## config.mk

```make
export PLATFORM = sky130hd
export DESIGN_NAME = draw_request_arbiter
export DESIGN_NICKNAME = d
export VERILOG_FILES = /design/src/rtl/draw_arb_pkg.sv /design/src/rtl/draw_request_arbiter_picker.sv /design/src/rtl/draw_request_arbiter.sv
export SDC_FILE = /design/constraint.sdc
export NUM_CORES = 1
export LEC_CHECK = 0
export CORE_ASPECT_RATIO = 1.2
export CORE_MARGIN = 3
export CORE_UTILIZATION = 50
export DETAILED_ROUTE_END_ITERATION = 6
export PLACE_DENSITY_LB_ADDON = 0.08
export SLEW_MARGIN = 20
export SYNTH_ARGS = -nofsm -noshare
export SYNTH_HDL_FRONTEND = slang
export SYNTH_SLANG_ARGS = --single-unit
```

## constraint.sdc

```tcl
create_clock -name clock -period 8.75 [get_ports clock]
set_input_delay 2.1875 -clock clock [delete_from_list [all_inputs] [get_ports clock]]
set_output_delay 2.1875 -clock clock [all_outputs]
set_load 0.01 [all_outputs]
```

## src/rtl/draw_arb_pkg.sv

```systemverilog
// Shared definitions for the draw request arbiter.
// Holds the requester index map, the arbiter state encoding and the default
// maze grid coordinate width.
package draw_arb_pkg;

  // Requester indices; a lower index wins arbitration.
  localparam int unsigned REQ_CLEAR   = 0;
  localparam int unsigned REQ_MAZE    = 1;
  localparam int unsigned REQ_ERASE   = 2;
  localparam int unsigned REQ_SPECIAL = 3;
  localparam int unsigned REQ_DRAW    = 4;
  localparam int unsigned REQ_START   = 5;

  // Width of one maze grid X or Y coordinate.
  localparam int unsigned COORD_W = 5;

  typedef enum logic [1:0] {
    StIdle  = 2'd0,
    StIssue = 2'd1,
    StWait  = 2'd2
  } arb_state_e;

endpackage

```

## src/rtl/draw_request_arbiter_picker.sv

```systemverilog
// Combinational fixed-priority picker: the lowest set bit of the pending
// vector wins.
// Ports:
//   pending_i  requests waiting for service, one bit per requester
//   grant_o    one-hot grant (all zero when nothing is pending)
//   idx_o      binary index of the granted requester (0 when nothing pending)
module fixed_priority_picker #(
  parameter int unsigned NUM_REQ = 6,
  parameter int unsigned IDX_W   = 3
) (
  input  logic [NUM_REQ-1:0] pending_i,
  output logic [NUM_REQ-1:0] grant_o,
  output logic [IDX_W-1:0]   idx_o
);

  // Scan from the top down so the lowest set index is the last one written.
  always_comb begin
    grant_o = '0;
    idx_o   = '0;
    for (int i = NUM_REQ - 1; i >= 0; i--) begin
      if (pending_i[i]) begin
        grant_o    = '0;
        grant_o[i] = 1'b1;
        idx_o      = IDX_W'(i);
      end
    end
  end

endmodule

```

## src/rtl/draw_request_arbiter.sv

```systemverilog
// Shares the single pixel-draw engine among the game's draw requesters.
// One-cycle requests are latched with their coordinates, granted one at a
// time by fixed priority, launched with a start pulse, and acknowledged with
// a per-requester done pulse once the engine reports completion.
// Ports:
//   clock, reset       system clock; asynchronous active-high reset
//   req, req_x, req_y  request strobes and flattened per-requester coordinates
//   engine_done        completion pulse from the draw engine
//   engine_start       one-cycle launch pulse to the engine
//   engine_op          index of the granted requester
//   engine_x/engine_y  coordinates of the granted operation
//   done               one-cycle completion pulse per requester
//   busy               high while an operation is issued or in flight
//   timeout_err        one-cycle pulse when an operation is aborted
module draw_request_arbiter #(
  parameter int unsigned NUM_REQ        = 6,
  parameter int unsigned COORD_W        = draw_arb_pkg::COORD_W,
  parameter int unsigned TIMEOUT_CYCLES = 1048576,
  parameter int unsigned TO_W           = 21
) (
  input  logic                       clock,
  input  logic                       reset,
  input  logic [NUM_REQ-1:0]         req,
  input  logic [NUM_REQ*COORD_W-1:0] req_x,
  input  logic [NUM_REQ*COORD_W-1:0] req_y,
  input  logic                       engine_done,
  output logic                       engine_start,
  output logic [2:0]                 engine_op,
  output logic [COORD_W-1:0]         engine_x,
  output logic [COORD_W-1:0]         engine_y,
  output logic [NUM_REQ-1:0]         done,
  output logic                       busy,
  output logic                       timeout_err
);

  import draw_arb_pkg::*;

  localparam logic [TO_W-1:0] TO_LAST = TO_W'(TIMEOUT_CYCLES - 1);

  arb_state_e           state_q, state_d;
  logic [NUM_REQ-1:0]   pending_q, pending_d;
  logic [COORD_W-1:0]   slot_x_q [NUM_REQ];
  logic [COORD_W-1:0]   slot_x_d [NUM_REQ];
  logic [COORD_W-1:0]   slot_y_q [NUM_REQ];
  logic [COORD_W-1:0]   slot_y_d [NUM_REQ];
  logic [TO_W-1:0]      cnt_q, cnt_d;
  logic                 start_q, start_d;
  logic [2:0]           op_q, op_d;
  logic [COORD_W-1:0]   x_q, x_d, y_q, y_d;
  logic [NUM_REQ-1:0]   done_q, done_d;
  logic                 busy_q, busy_d;
  logic                 terr_q, terr_d;

  logic [NUM_REQ-1:0]   grant_oh;
  logic [2:0]           grant_idx;

  fixed_priority_picker #(
    .NUM_REQ (NUM_REQ),
    .IDX_W   (3)
  ) u_picker (
    .pending_i (pending_q),
    .grant_o   (grant_oh),
    .idx_o     (grant_idx)
  );

  always_comb begin
    state_d   = state_q;
    pending_d = pending_q;
    cnt_d     = cnt_q;
    start_d   = 1'b0;
    op_d      = op_q;
    x_d       = x_q;
    y_d       = y_q;
    done_d    = '0;
    busy_d    = busy_q;
    terr_d    = 1'b0;

    unique case (state_q)
      StIdle: begin
        if (|grant_oh) begin
          op_d    = grant_idx;
          x_d     = slot_x_q[grant_idx];
          y_d     = slot_y_q[grant_idx];
          start_d = 1'b1;
          busy_d  = 1'b1;
          state_d = StIssue;
        end
      end
      StIssue: begin
        cnt_d   = '0;
        state_d = StWait;
      end
      StWait: begin
        cnt_d = cnt_q + 1'b1;
        if (engine_done) begin
          pending_d[op_q] = 1'b0;
          done_d[op_q]    = 1'b1;
          busy_d          = 1'b0;
          state_d         = StIdle;
        end else if (cnt_q == TO_LAST) begin
          pending_d[op_q] = 1'b0;
          terr_d          = 1'b1;
          busy_d          = 1'b0;
          state_d         = StIdle;
        end
      end
      default: state_d = StIdle;
    endcase

    // Capture is applied after the completion clear so a request arriving on
    // the same edge survives and the index is served again later.
    pending_d = pending_d | req;
    slot_x_d  = slot_x_q;
    slot_y_d  = slot_y_q;
    for (int i = 0; i < NUM_REQ; i++) begin
      if (req[i]) begin
        slot_x_d[i] = req_x[i*COORD_W +: COORD_W];
        slot_y_d[i] = req_y[i*COORD_W +: COORD_W];
      end
    end
  end

  always_ff @(posedge clock or posedge reset) begin
    if (reset) begin
      state_q   <= StIdle;
      pending_q <= '0;
      for (int i = 0; i < NUM_REQ; i++) begin
        slot_x_q[i] <= '0;
        slot_y_q[i] <= '0;
      end
      cnt_q     <= '0;
      start_q   <= 1'b0;
      op_q      <= '0;
      x_q       <= '0;
      y_q       <= '0;
      done_q    <= '0;
      busy_q    <= 1'b0;
      terr_q    <= 1'b0;
    end else begin
      state_q   <= state_d;
      pending_q <= pending_d;
      slot_x_q  <= slot_x_d;
      slot_y_q  <= slot_y_d;
      cnt_q     <= cnt_d;
      start_q   <= start_d;
      op_q      <= op_d;
      x_q       <= x_d;
      y_q       <= y_d;
      done_q    <= done_d;
      busy_q    <= busy_d;
      terr_q    <= terr_d;
    end
  end

  assign engine_start = start_q;
  assign engine_op    = op_q;
  assign engine_x     = x_q;
  assign engine_y     = y_q;
  assign done         = done_q;
  assign busy         = busy_q;
  assign timeout_err  = terr_q;

endmodule

```

======== Word level (Yosys, flattened, before mapping) ========
Cells that the tools add are included.
storage, ports and cells
  register bits ........................... 111
  latch bits .............................. 0
  memory bits (writable) .................. 0
  bits in read-only memories .............. 0
  input bits .............................. 69
  memories kept ........................... 0
cells by class
  add/subtract/negate cells ............... 1
  multiply operators ...................... 0
  div/mod/pow operators ................... 0
  $lt $le $gt $ge ......................... 3
  equality and inequality tests ........... 5
  shifts and indexed selects .............. 0
  muxes and demuxes ....................... 39
  bitwise operators ....................... 4
  reductions and logical operators ........ 8
operators with widths
  kind                                                                      number
  6-bit 2-to-1 mux                                                          11
  21-bit case mux with 2 select lines                                       1
  5-bit binary-select mux with 3-bit select                                 2
  21-bit by 1-bit adder with 21-bit output (second input constant)          1
  21-bit by 20-bit equality test with 1-bit output (second input constant)  1
  5-bit 2-to-1 mux                                                          4
  3-bit 2-to-1 mux                                                          6
  1-bit 2-to-1 mux                                                          9
  6-bit bitwise AND                                                         1
  2-bit 2-to-1 mux                                                          3
  6-bit inverter                                                            1
  6-bit OR                                                                  1
  2-bit case mux with 3 select lines                                        1
  6-bit OR reduction                                                        1
  4-bit >= comparator (second input constant)                               1
  3-bit by 4-bit < comparator with 1-bit output (second input constant)     1
  3-bit inverter with 4-bit output                                          1
  2-bit AND reduction                                                       2
  2-bit nonzero test                                                        2
  1-bit demux with 3-bit select                                             1
  3-bit by 1-bit >= comparator with 1-bit output (second input constant)    1
  3-bit inequality test (second input constant)                             1
  3-bit AND reduction                                                       1
  2-bit by 1-bit equality test with 1-bit output (second input constant)    1
  other kinds (5)                                                           5

======== Depth between registers and ports, before layout ========
Gate-level depths: netlist of run 1.
  depth after elaboration ................. 10
  gate-level depth with buffers ........... 8

======== Hierarchy ========
A second synthesis of run 1 with hierarchy kept.
unflattened totals
  cells, all modules ...................... 388
  area total of the unflattened synthesis .. 4967.3 µm²
by module, submodules not included
  module                 times used  cells an instance  area each (µm²)  seq. area each (µm²)
  draw_request_arbiter   1           374                4872.2           2777.7
  fixed_priority_picker  1           14                 95.1             0.0

======== Worst setup path before layout of run 1 ========
Ideal clock, no wire load.
  kind .................................... input -> register
  start ................................... input req[3]
  end ..................................... register slot_x_q[10] in the netlist's numbering
  arrival time ............................ 2.863 ns
  required time ........................... 8.625 ns
  path slack .............................. 5.762 ns
  stages .................................. 2
  buffers on the path ..................... 1
  path through ............................ clkbuf_1 > mux2_2
RTL lines
  item                  line                         text
  from (decl)           draw_request_arbiter.sv:23   input logic [NUM_REQ-1:0] req,
  to (signal assigned)  draw_request_arbiter.sv:142  slot_x_q <= slot_x_d;
  to (decl)             draw_request_arbiter.sv:42   logic [COORD_W-1:0] slot_x_q [NUM_REQ];
No word-level cell between the ends.

======== Worst setup path after layout of run 1 ========
  start ................................... register op_q[2], in the netlist engine_op[2]
  end ..................................... output engine_op[2]
RTL lines
  item                    line                         text
  from (decl)             draw_request_arbiter.sv:48   logic [2:0] op_q, op_d;
  from (signal assigned)  draw_request_arbiter.sv:146  op_q <= op_d;
  to (decl)               draw_request_arbiter.sv:28   output logic [2:0] engine_op,
No word-level cell between the ends.

==> metrics.md, run 1 <==
| Metric | Value |
|---|---|
| Clk Latency, worst-skew pair | `340 ps` |
| CTS-repair resized insts | `0` |
| Post-Route WL | `11010 um` |
| Routed via count | `between 3000 and 4000` |
| Gpl congestion | `between 0.8 and 0.9` |
| Core area | `9613 sq um` |
| Clock buffer depth | `2` |
| Met2 WL | `between 5000 and 6000 um` |
| # port buffers | `90` |
| Worst R2R End | `engine_y[4]` |
| Chip height | `115.3 um` |
| Layout Nets | `roughly 570` |
| Largest net degree at the start of global routing | `52` |
| Synth top area share | `roughly 56%` |
| Die width | `97.08 um` |
| WL met3 | `247 um` |
| WHS Path Cells | `1` |
| Fin crit share | `42.16%` |
| Initial Util | `~52%` |
| Worst Min Path Start | `slot_x_q[0]` |
| Tot GR Track Use | `20.32%` |
| RSZ-0062 raised after global routing | `no` |
| Synth top area cells | `dfrtp_1 56%, mux2_2 14%, nand2_1 2.3%, mux2i_1 2.2%, nor2_1 2.1%` |
| Hold endpoint | `slot_x_q[0]` |
| CP arrival | `about 1500 ps` |
| Vias in the first global route | `3605` |
| Sequential fraction of the synthesis area | `a little under three fifths` |
| EDFF count, synth | `0` |
| Total CTS buffers | `9` |
| Fmax | `~0.27 GHz` |
| Gr ovfl total | `0` |
| Critical Path Start Type | `flop` |
| Max-cap viol count | `0` |
| Worst hold path class | `reg2reg` |
| R2R Setup Slk | `6530 ps` |
| Mean Syn Cell Area | `between 10 and 15 sq um` |
| Std-Cell Rows | `39` |
| Initial antenna violation count | `0` |
| Synth warn | `0` |
| Crit Path Category | `reg2out` |
| Worst path cell trace | `clkdlybuf4s50_1` |
| Fin Setup TNS | `0 ps` |
| Power per cell area | `~220 nW/um^2` |
| Setup bufs post-CTS | `0` |
| Slew margin rel. | `approximately 44%` |
| Buf/Inv on CP | `1` |
| Syn-to-layout area delta | `26.27%` |
| Final Max Tran Viols | `0` |
| Status | `finished clean` |
| Reg clk slew, reported paths | `~70 ps` |
| Io pins | `91` |
| Initial DRC count | `between 100 and 150` |
| CTS root buf | `clkbuf_16` |
| Actual slew at the worst max-slew pin | `847.5 ps` |
| Pleak | `between 2 and 3 nW` |
| Worst IR drop on VDD | `approximately 140 uV` |
| CTS Hold Buffers Added | `0` |
| HPWL after detailed placement | `between 8000 and 9000 um` |
| Filler Cell Count | `~750` |
| WP data required | `6560 ps` |
| Post-route ant nets | `0` |
| Post-synth top area cell | `dfrtp_1` |
| Setup Skew | `~7.3 ps` |
| Minimum clock period | `roughly 3700 ps` |
| RR Startpoint | `pending_q[2]` |
| CTS tree | `built` |
| Initial DRT Pass Iterations | `5` |
| Total Die Area | `about 11000 sq um` |
| Synth Net Count | `between 400 and 500` |
| Wl on met1 | `~4600 um` |
| Worst path slowest cell | `clkdlybuf4s50_1` |
| Crit-path max cell delay | `between 600 and 700 ps` |
| Remaining DRCs | `0` |
| Crit path max fanout | `10` |
| Post-synth cell types | `47` |
| Antenna cells | `0` |
| Synth Instances | `415` |
| Top sig layer | `met4` |
| Top FF cell, synth | `dfrtp_1` |
| Final setup fails | `0` |
| H-tree lvl count | `3` |
| First-pass GRT wire length | `17900 um` |
| CP Capture Type | `primary output` |
| Levels on crit path | `1` |
| Worst Reg-to-Reg Cells | `5` |
| Yosys reg bits | `roughly 110` |
| Drt wl/cell | `between 15 and 20 um` |
| Worst hold slack | `between 500 and 600 ps` |
| FFs w/ async S/R, synth | `100.0%` |
| Netlist Area Pre-Place | `around 5000 sq um` |
| Ratio of cells with drive above 1 in the final layout | `between 10% and 20%` |
| Vias/cell | `5.578` |
| Final Hold Viols | `0` |
| Cell family with most CP delay | `buffers and inverters` |
| CTS Sinks | `roughly 110` |
## worst register-to-register path, stage by stage, from the launching register on
cell and delay (ps):
dfrtp_1 600, nor2b_1 700, a221oi_1 210, o31ai_1 410
a22oi_1 120, o21ai_1 100
## per-layer routing
layer	up-vias	track usage (%)
met3	11	2.913
met2	58	37.15
met4	0	7.303
li1	1642	-
met5	-	0
met1	1775	24.61
## cells in the final DEF (no fill, tap or decap), types with 3 or more instances in the layout
master           synthesis  routed
nand2_1                 30      30
nand4_1                  3       3
mux2_2                  60      60
nor3_1                   5       5
a221oi_1                10      10
xor2_1                  10      10
o21ai_0                  5       5
xnor2_1                  5       5
ha_1                     5       5
a22oi_1                 10      10
o31ai_1                 11      11
a21oi_1                  8       8
nand3_1                 12      12
nor2b_1                 14      13
dfrtp_1                111     111
clkdlybuf4s50_1          0      90
nand2b_1                 3       3
clkbuf_16                0       9
nor2_1                  28      28
o21ai_1                 10      10
inv_1                    9       8
mux2i_1                 11      11
## cell families (layout without fill, tap and decap cells)
| logic type | count (synthesis) | after routing | synth area share [%] |
|---|---|---|---|
| AND/OR/NAND/NOR | 118 | 118 | 12.57 |
| flip-flops | 111 | 111 | 55.81 |
| multiplexers | 73 | 73 | 16.39 |
| AO/OA/AOI/OAI | 63 | 63 | 8.849 |
| buffers and inverters | 30 | 117 | 2.488 |
| XOR/XNOR | 15 | 15 | 2.639 |
| adder cells (fa/ha/maj) | 5 | 5 | 1.257 |
## how the worst max path moves through the flow
| stage | slack [ps] | end | start |
|---|---|---|---|
| final | 5060 | engine_op[2] | engine_op[2] |
| after detailed placement | 5110 | slot_y_q[0] | reset |
| after global placement | 4780 | cnt_q[7] | reset |
| after floorplan | 3630 | busy | reset |
| after global routing | 5040 | engine_op[2] | engine_op[2] |
| after CTS | 5070 | engine_op[2] | engine_op[2] |
## flip-flops by register name, summed over array words and instances (netlist names)
name / cells
busy: 1
cnt_q: 21
done: 6
engine_op: 3
engine_start: 1
engine_x: 5
engine_y: 5
pending_q: 6
slot_x_q: 30
slot_y_q: 30
state_q: 2
timeout_err: 1
## area by class of cell
type	count	area [sq um]	share of cell area, %
Clock inverter	6	70.07	1.115
Sequential cell	111	2778	44.20
Inverter	9	36.28	0.5773
Multi-Input combinational cell	274	2078	33.07
Clock buffer	9	225.2	3.584
Timing Repair Buffer	93	943.4	15.01
Tap cell	123	153.9	2.449
## cells in the mapped netlist, drive strengths merged (3+ instances only)
cell / instances
dfrtp: 111
mux2: 62
nand2: 30
nor2: 28
o21ai: 15
nor2b: 14
nand3: 13
clkbuf: 12
o31ai: 12
mux2i: 11
a221oi: 10
a22oi: 10
xor2: 10
buf: 9
inv: 9
a21oi: 8
nor3: 6
ha: 5
xnor2: 5
and3: 4
and4: 4
nand2b: 3
nand4: 3
nor4: 3
## where the power goes
group | internal, mW | total (mW) | leakage, nW | switching (mW)
logic | 0.182 | 0.361 | 1.15 | 0.179
clock network | 0.223 | 0.410 | 0.140 | 0.187
registers | 0.582 | 0.640 | 1.35 | 0.0579
total | 0.987 | 1.41 | 2.64 | 0.424
## per-stage QoR
stage               setup slack (ps)  instances  instance area [sq um]  util, %  total power [mW]
global route                    5035        625                   6285    65.38             1.482
global placement                4784        609                   5959    61.99             1.001
floorplan                       3632        415                   4977        -            0.8569
CTS                             5070        625                   6282    65.35             1.422
finish                          5061        625                   6285    65.38             1.411
detailed placement              5112        610                   5987    62.28             1.012
Note: power is estimated with default switching activity, not from simulation.
==> run 2: changes to the inputs <==
Clock period 8.75 ns to 3.7 ns, I/O delays scaled along.
==> run 2 against run 1 <==
Clock skew rose by 3.6 ps; critical endpoint unchanged; critical path type unchanged; register-to-register slack got worse by 5100 ps; worst setup slack lost 3800 ps; power grew 140%; clock power is 140% higher; via count fell by 0.83%; sequential power rose by 140%; utilization is essentially flat; first-iteration DRC count up 11%; cell count unchanged; worst hold slack better by 2.4 ps; sequential share of layout area about the same; highest routed layer unchanged.
==> metrics.md, run 2 (same netlist as run 1, synthesis figures left out) <==
| Metric | Value |
|---|---|
| Status | `finished clean` |
| Post-Route WL | `11040 um (+0.26%)` |
| Worst hold slack | `509.3 ps (+2.387 ps)` |
| CTS-repair resized insts | `0 (unchanged)` |
| Max-cap viol count | `0 (unchanged)` |
| Total Die Area | `11190 sq um (unchanged)` |
| Worst Min Path Start | `slot_x_q[0]` |
| RSZ-0062 raised after global routing | `no` |
| Core area | `9613 sq um (unchanged)` |
| # port buffers | `90 (unchanged)` |
| Setup Skew | `10.99 ps (+3.645 ps)` |
| Std-Cell Rows | `39 (unchanged)` |
| Setup bufs post-CTS | `0 (unchanged)` |
| Initial antenna violation count | `0 (unchanged)` |
| Filler Cell Count | `758 (+1.3%)` |
| Buf/Inv on CP | `1 (unchanged)` |
| Clock buffer depth | `2 (unchanged)` |
| WHS Path Cells | `1 (unchanged)` |
| Worst path cell trace | `clkdlybuf4s50_1` |
| Most common cell after layout, fill and taps aside | `dfrtp_1` |
| Placed Area | `5973 sq um (-0.23%)` |
| Fmax | `between 0.4 and 0.5 GHz` |
| Post-layout util | `65.39% (about the same)` |
| CTS Hold Buffers Added | `0 (unchanged)` |
| Power per cell area | `534.9 nW/um^2 (+140%)` |
| Top flop regs | `slot_x_q x30, slot_y_q x30, cnt_q x21` |
| RR Startpoint | `pending_q[2]` |
| Cell family with most CP delay | `buffers and inverters` |
| First-pass GRT wire length | `18060 um (+0.93%)` |
| Drt wl/cell | `17.66 um (+0.26%)` |
| Design area | `6286 sq um (about the same)` |
| CTS tree | `built` |
| Busiest layer in global routing | `met2` |
| Vias/cell | `5.531 (-0.83%)` |
| Antenna cells | `0 (unchanged)` |
| Layout Nets | `571 (-0.17%)` |
| CTS root buf | `clkbuf_16` |
| HPWL after detailed placement | `7789 um (-3.1%)` |
| Post-Place Worst Slack | `1330 ps (-3782 ps)` |
| Io pins | `91 (unchanged)` |
| Power consumption | `3.363 mW (+140%)` |
| Met1 usage | `25.79% (+1.2 points)` |
| Die width | `97.08 um (unchanged)` |
| Final Non-Filler Cells | `625 (unchanged)` |
| Tot GR Track Use | `20.58% (+0.26 points)` |
| Gr ovfl total | `0 (unchanged)` |
| Final setup fails | `0 (unchanged)` |
| Pleak | `2.635 nW (-0.27%)` |
| H-tree lvl count | `3 (unchanged)` |
| Clk Latency, worst-skew pair | `350 ps (about the same)` |
| GR Util met2 | `35.82% (-1.3 points)` |
| Final Hold Viols | `0 (unchanged)` |
| Initial DRC count | `165 (+11%)` |
| Chip height | `115.3 um (unchanged)` |
| CP arrival | `1490 ps (about the same)` |
| Fin crit share | `between 60% and 70%` |
| Critical Path Start Type | `flop` |
| Slew margin rel. | `45.59% (+2.1 points)` |
| Remaining DRCs | `0 (unchanged)` |
| Levels on crit path | `1 (unchanged)` |
| Final Max Tran Viols | `0 (unchanged)` |
| Setup slack after layout | `1285 ps (-3776 ps)` |
| Crit path max fanout | `10 (unchanged)` |
| Initial Util | `51.78% (unchanged)` |
| Post-route ant nets | `0 (unchanged)` |
| Syn-to-layout area delta | `26.29% (about the same)` |
| Reg clk slew, reported paths | `70 ps (about the same)` |
| Total CTS buffers | `9 (unchanged)` |
| Worst path slowest cell | `clkdlybuf4s50_1` |
| Placed insts | `609 (-0.16%)` |
| Crit-path max cell delay | `610 ps (about the same)` |
| Actual slew at the worst max-slew pin | `816.2 ps (-31.25 ps)` |
| Vias in the first global route | `3638 (+0.92%)` |
| Minimum clock period | `2415 ps` |
| Fin Setup TNS | `0 ps (unchanged)` |
| GR Util met3 | `3.398% (+0.49 points)` |
| Routed via count | `3457 (-0.83%)` |
| Initial DRT Pass Iterations | `4 (-1)` |
| Worst IR drop on VDD | `267.8 uV (+91%)` |
| WP data required | `2770 ps (-3790 ps)` |
| Worst hold path class | `reg2reg` |
| Ratio of cells with drive above 1 in the final layout | `17.93% (-0.20 points)` |
| CTS Sinks | `111 (unchanged)` |
| Worst Reg-to-Reg Cells | `5 (unchanged)` |
| CP Capture Type | `primary output` |
| Gpl congestion | `0.7951 (-1.2%)` |
| Leading cell types in the layout, fill and taps excluded | `111 x dfrtp_1, 90 x clkdlybuf4s50_1, 60 x mux2_2` |
| Largest net degree at the start of global routing | `83 (+60%)` |
| Worst Setup SP | `engine_op[2]` |
| Crit Path Category | `reg2out` |
run 2: cell types whose count changed in the layout (fill, tap and decap cells not counted), sizes merged:
cell and delta:
buf -1, clkbuf +3, clkinvlp +1, inv -3
run 2: worst paths after layout:
check / to / slack (ps)
max in group asynchronous: slot_x_q[7] / 1830
min in group asynchronous: slot_y_q[19] / 1030
max: engine_op[2] / 1290
max reg2reg: engine_y[4] / 1470
min reg2reg: slot_x_q[0] / 510
min: slot_x_q[0] / 510
run 2: area by class of cell:
type	instances	area [sq um]	area share [%]
sequential	111	2778	44.19
timing repair buffer	92	928.4	14.77
clock buffer	12	256.5	4.080
inverter	9	37.54	0.5971
tap	123	153.9	2.448
multi-input combinational	274	2078	33.06
clock inverter	4	53.80	0.8559
run 2: layer usage:
layer	vias to the layer above	part of all wire (%)
li1	1641	-
met1	1719	42
met2	79	53
met3	18	3.5
met4	0	2.2
met5	-	0
run 2: report_power, final:
group	internal (mW)	switching [mW]
Combinational	0.429	0.438
Sequential	1.38	0.129
Clock	0.564	0.426
==> run 3: changes to the inputs <==
Clock period 3.7 ns to 2.3 ns, I/O delays scaled along.
==> run 3 against run 2 <==
First-iteration DRC count fell by 38%; clock-buffer cell count decreased by 2; sequential share of layout area decreased by 0.77 points; flip-flop and latch count stayed put; clock power up 73%; sequential power is 60% higher; design area rose by 1.8%; wire length is 3.4% higher; combinational power grew 72%; worst setup slack got worse by 1000 ps; power up 67%; critical path type unchanged; largest power group unchanged.
==> metrics.md, run 3 (same netlist as run 1, synthesis figures left out) <==
| Metric | Value |
|---|---|
| Worst Reg-to-Reg Cells | `7 (+2)` |
| Footprint of the multi-input gates | `2076 sq um (-0.12%)` |
| Initial DRT Pass Iterations | `4 (unchanged)` |
| Gpl congestion | `0.7845 (-1.3%)` |
| Io pins | `91 (unchanged)` |
| Worst R2R End | `cnt_q[12]` |
| Power per cell area | `877.5 nW/um^2 (+64%)` |
| First-pass GRT wire length | `18780 um (+4.0%)` |
| Worst hold path class | `reg2reg` |
| Fin crit share | `89.73%` |
| Fin Setup TNS | `0 ps (unchanged)` |
| Status | `finished clean` |
| Syn-to-layout area delta | `28.53%` |
| # port buffers | `90 (unchanged)` |
| Initial DRC count | `102 (-38%)` |
| Final Max Tran Viols | `0 (unchanged)` |
| Design area | `6397 sq um (+1.8%)` |
| WHS Path Cells | `1 (unchanged)` |
| Layout Nets | `582 (+1.9%)` |
| Buf/Inv on CP | `1 (unchanged)` |
| H-tree lvl count | `3 (unchanged)` |
| Total Die Area | `11190 sq um (unchanged)` |
| Worst IR drop on VDD | `512.4 uV (+91%)` |
| Largest net degree at the start of global routing | `54 (-35%)` |
| Critical Path Start Type | `flop` |
| CTS root buf | `clkbuf_16` |
| RSZ-0062 raised after global routing | `no` |
| Final setup fails | `0 (unchanged)` |
| Most common cell after layout, fill and taps aside | `dfrtp_1` |
| Drt wl/cell | `17.94 um (+1.6%)` |
| Placed insts | `620 (+1.8%)` |
| Actual slew at the worst max-slew pin | `684.8 ps (-131.4 ps)` |
| CTS tree | `built` |
| Clock buffer depth | `2 (unchanged)` |
| Cell family with most CP delay | `buffers and inverters` |
| CTS-repair resized insts | `0 (unchanged)` |
| Filler Cell Count | `750 (-1.1%)` |
| Setup Skew | `8.949 ps (-2.046 ps)` |
| Placed Area | `6068 sq um (+1.6%)` |
| Tot GR Track Use | `21.32% (+0.74 points)` |
| Fmax | `approximately 0.48 GHz` |
| Worst path slowest cell | `clkdlybuf4s50_1` |
| Routed via count | `3536 (+2.3%)` |
| Initial Util | `51.78% (unchanged)` |
| Remaining DRCs | `0 (unchanged)` |
| Crit-path max cell delay | `600 ps (about the same)` |
| Slew margin rel. | `54.25% (+8.7 points)` |
| Setup bufs post-CTS | `0 (unchanged)` |
| Chip height | `115.3 um (unchanged)` |
| RR Startpoint | `state_q[0]` |
| Ratio of cells with drive above 1 in the final layout | `19.49% (+1.6 points)` |
| R2R Setup Slk | `310 ps (-1160 ps)` |
| Hold endpoint | `slot_y_q[2]` |
| Minimum clock period | `~2100 ps` |
| Vias in the first global route | `3747 (+3.0%)` |
| Post-Place Worst Slack | `307.8 ps (-1022 ps)` |
| CTS Hold Buffers Added | `0 (unchanged)` |
| Leading cell types in the layout, fill and taps excluded | `111 x dfrtp_1, 90 x clkdlybuf4s50_1, 60 x mux2_2` |
| Max-cap viol count | `0 (unchanged)` |
| Reg clk slew, reported paths | `70 ps (about the same)` |
| Std-Cell Rows | `39 (unchanged)` |
| Worst hold slack | `511.5 ps (+2.176 ps)` |
| Gr ovfl total | `0 (unchanged)` |
| CTS Sinks | `111 (unchanged)` |
| Core area | `9613 sq um (unchanged)` |
| Post-route ant nets | `0 (unchanged)` |
| WP data required | `1730 ps (-1040 ps)` |
| Power consumption | `5.614 mW (+67%)` |
| HPWL after detailed placement | `8340 um (+7.1%)` |
| Final Hold Viols | `0 (unchanged)` |
| Initial antenna violation count | `0 (unchanged)` |
| Post-layout util | `66.55% (+1.2 points)` |
| Vias/cell | `5.560 (+0.52%)` |
| CP arrival | `1490 ps (about the same)` |
| Pleak | `2.707 nW (+2.8%)` |
| Worst path cell trace | `clkdlybuf4s50_1` |
| Register Area | `2778 sq um (unchanged)` |
| Antenna cells | `0 (unchanged)` |
| Post-Route WL | `11410 um (+3.4%)` |
| Final Non-Filler Cells | `636 (+1.8%)` |
| Setup slack after layout | `236.3 ps (-1049 ps)` |
| Top flop regs | `slot_x_q x30, slot_y_q x30, cnt_q x21` |
| Crit path max fanout | `10 (unchanged)` |
| Clk Latency, worst-skew pair | `340 ps (about the same)` |
| Crit Path Category | `reg2out` |
| Total CTS buffers | `9 (unchanged)` |
| CP Capture Type | `primary output` |
| Worst Min Path Start | `slot_y_q[2]` |
| Die width | `97.08 um (unchanged)` |
## run 3: worst max path at each step
stage	cells past startpoint	start	to	slack, ps
2_1_floorplan	1	reset	busy	380
3_3_place_gp	2	req[5]	slot_y_q[0]	340
3_5_place_dp	2	req[0]	slot_x_q[25]	310
4_1_cts	1	engine_op[2]	engine_op[2]	230
5_1_grt	7	state_q[1]	cnt_q[12]	160
6_report	1	engine_op[2]	engine_op[2]	240
## run 3: final cells by class
cell class | instances | area share [%]
Inverter | 9 | 0.5867
Sequential cell | 111 | 43.42
Clock buffer | 10 | 3.579
Multi-Input combinational cell | 274 | 32.45
Clock inverter | 6 | 1.565
Tap cell | 123 | 2.406
Timing Repair Buffer | 103 | 16.00
## run 3: power by group
part	switching (mW)	internal [mW]	leakage (nW)	total (mW)
logic	0.742	0.744	1.19	1.49
clock network	0.736	0.978	0.161	1.71
registers	0.200	2.21	1.35	2.41
total	1.68	3.94	2.71	5.61
## run 3: layer usage
layer | up-vias | GRT usage [%] | share of wire (%) | wire length [um]
met5 | - | 0 | 0 | 0
met4 | 0 | 8.614 | 1.9 | 221
met3 | 14 | 3.216 | 4.0 | 456
met2 | 84 | 39.04 | 53 | 6099
met1 | 1772 | 25.26 | 41 | 4631
li1 | 1666 | - | - | -
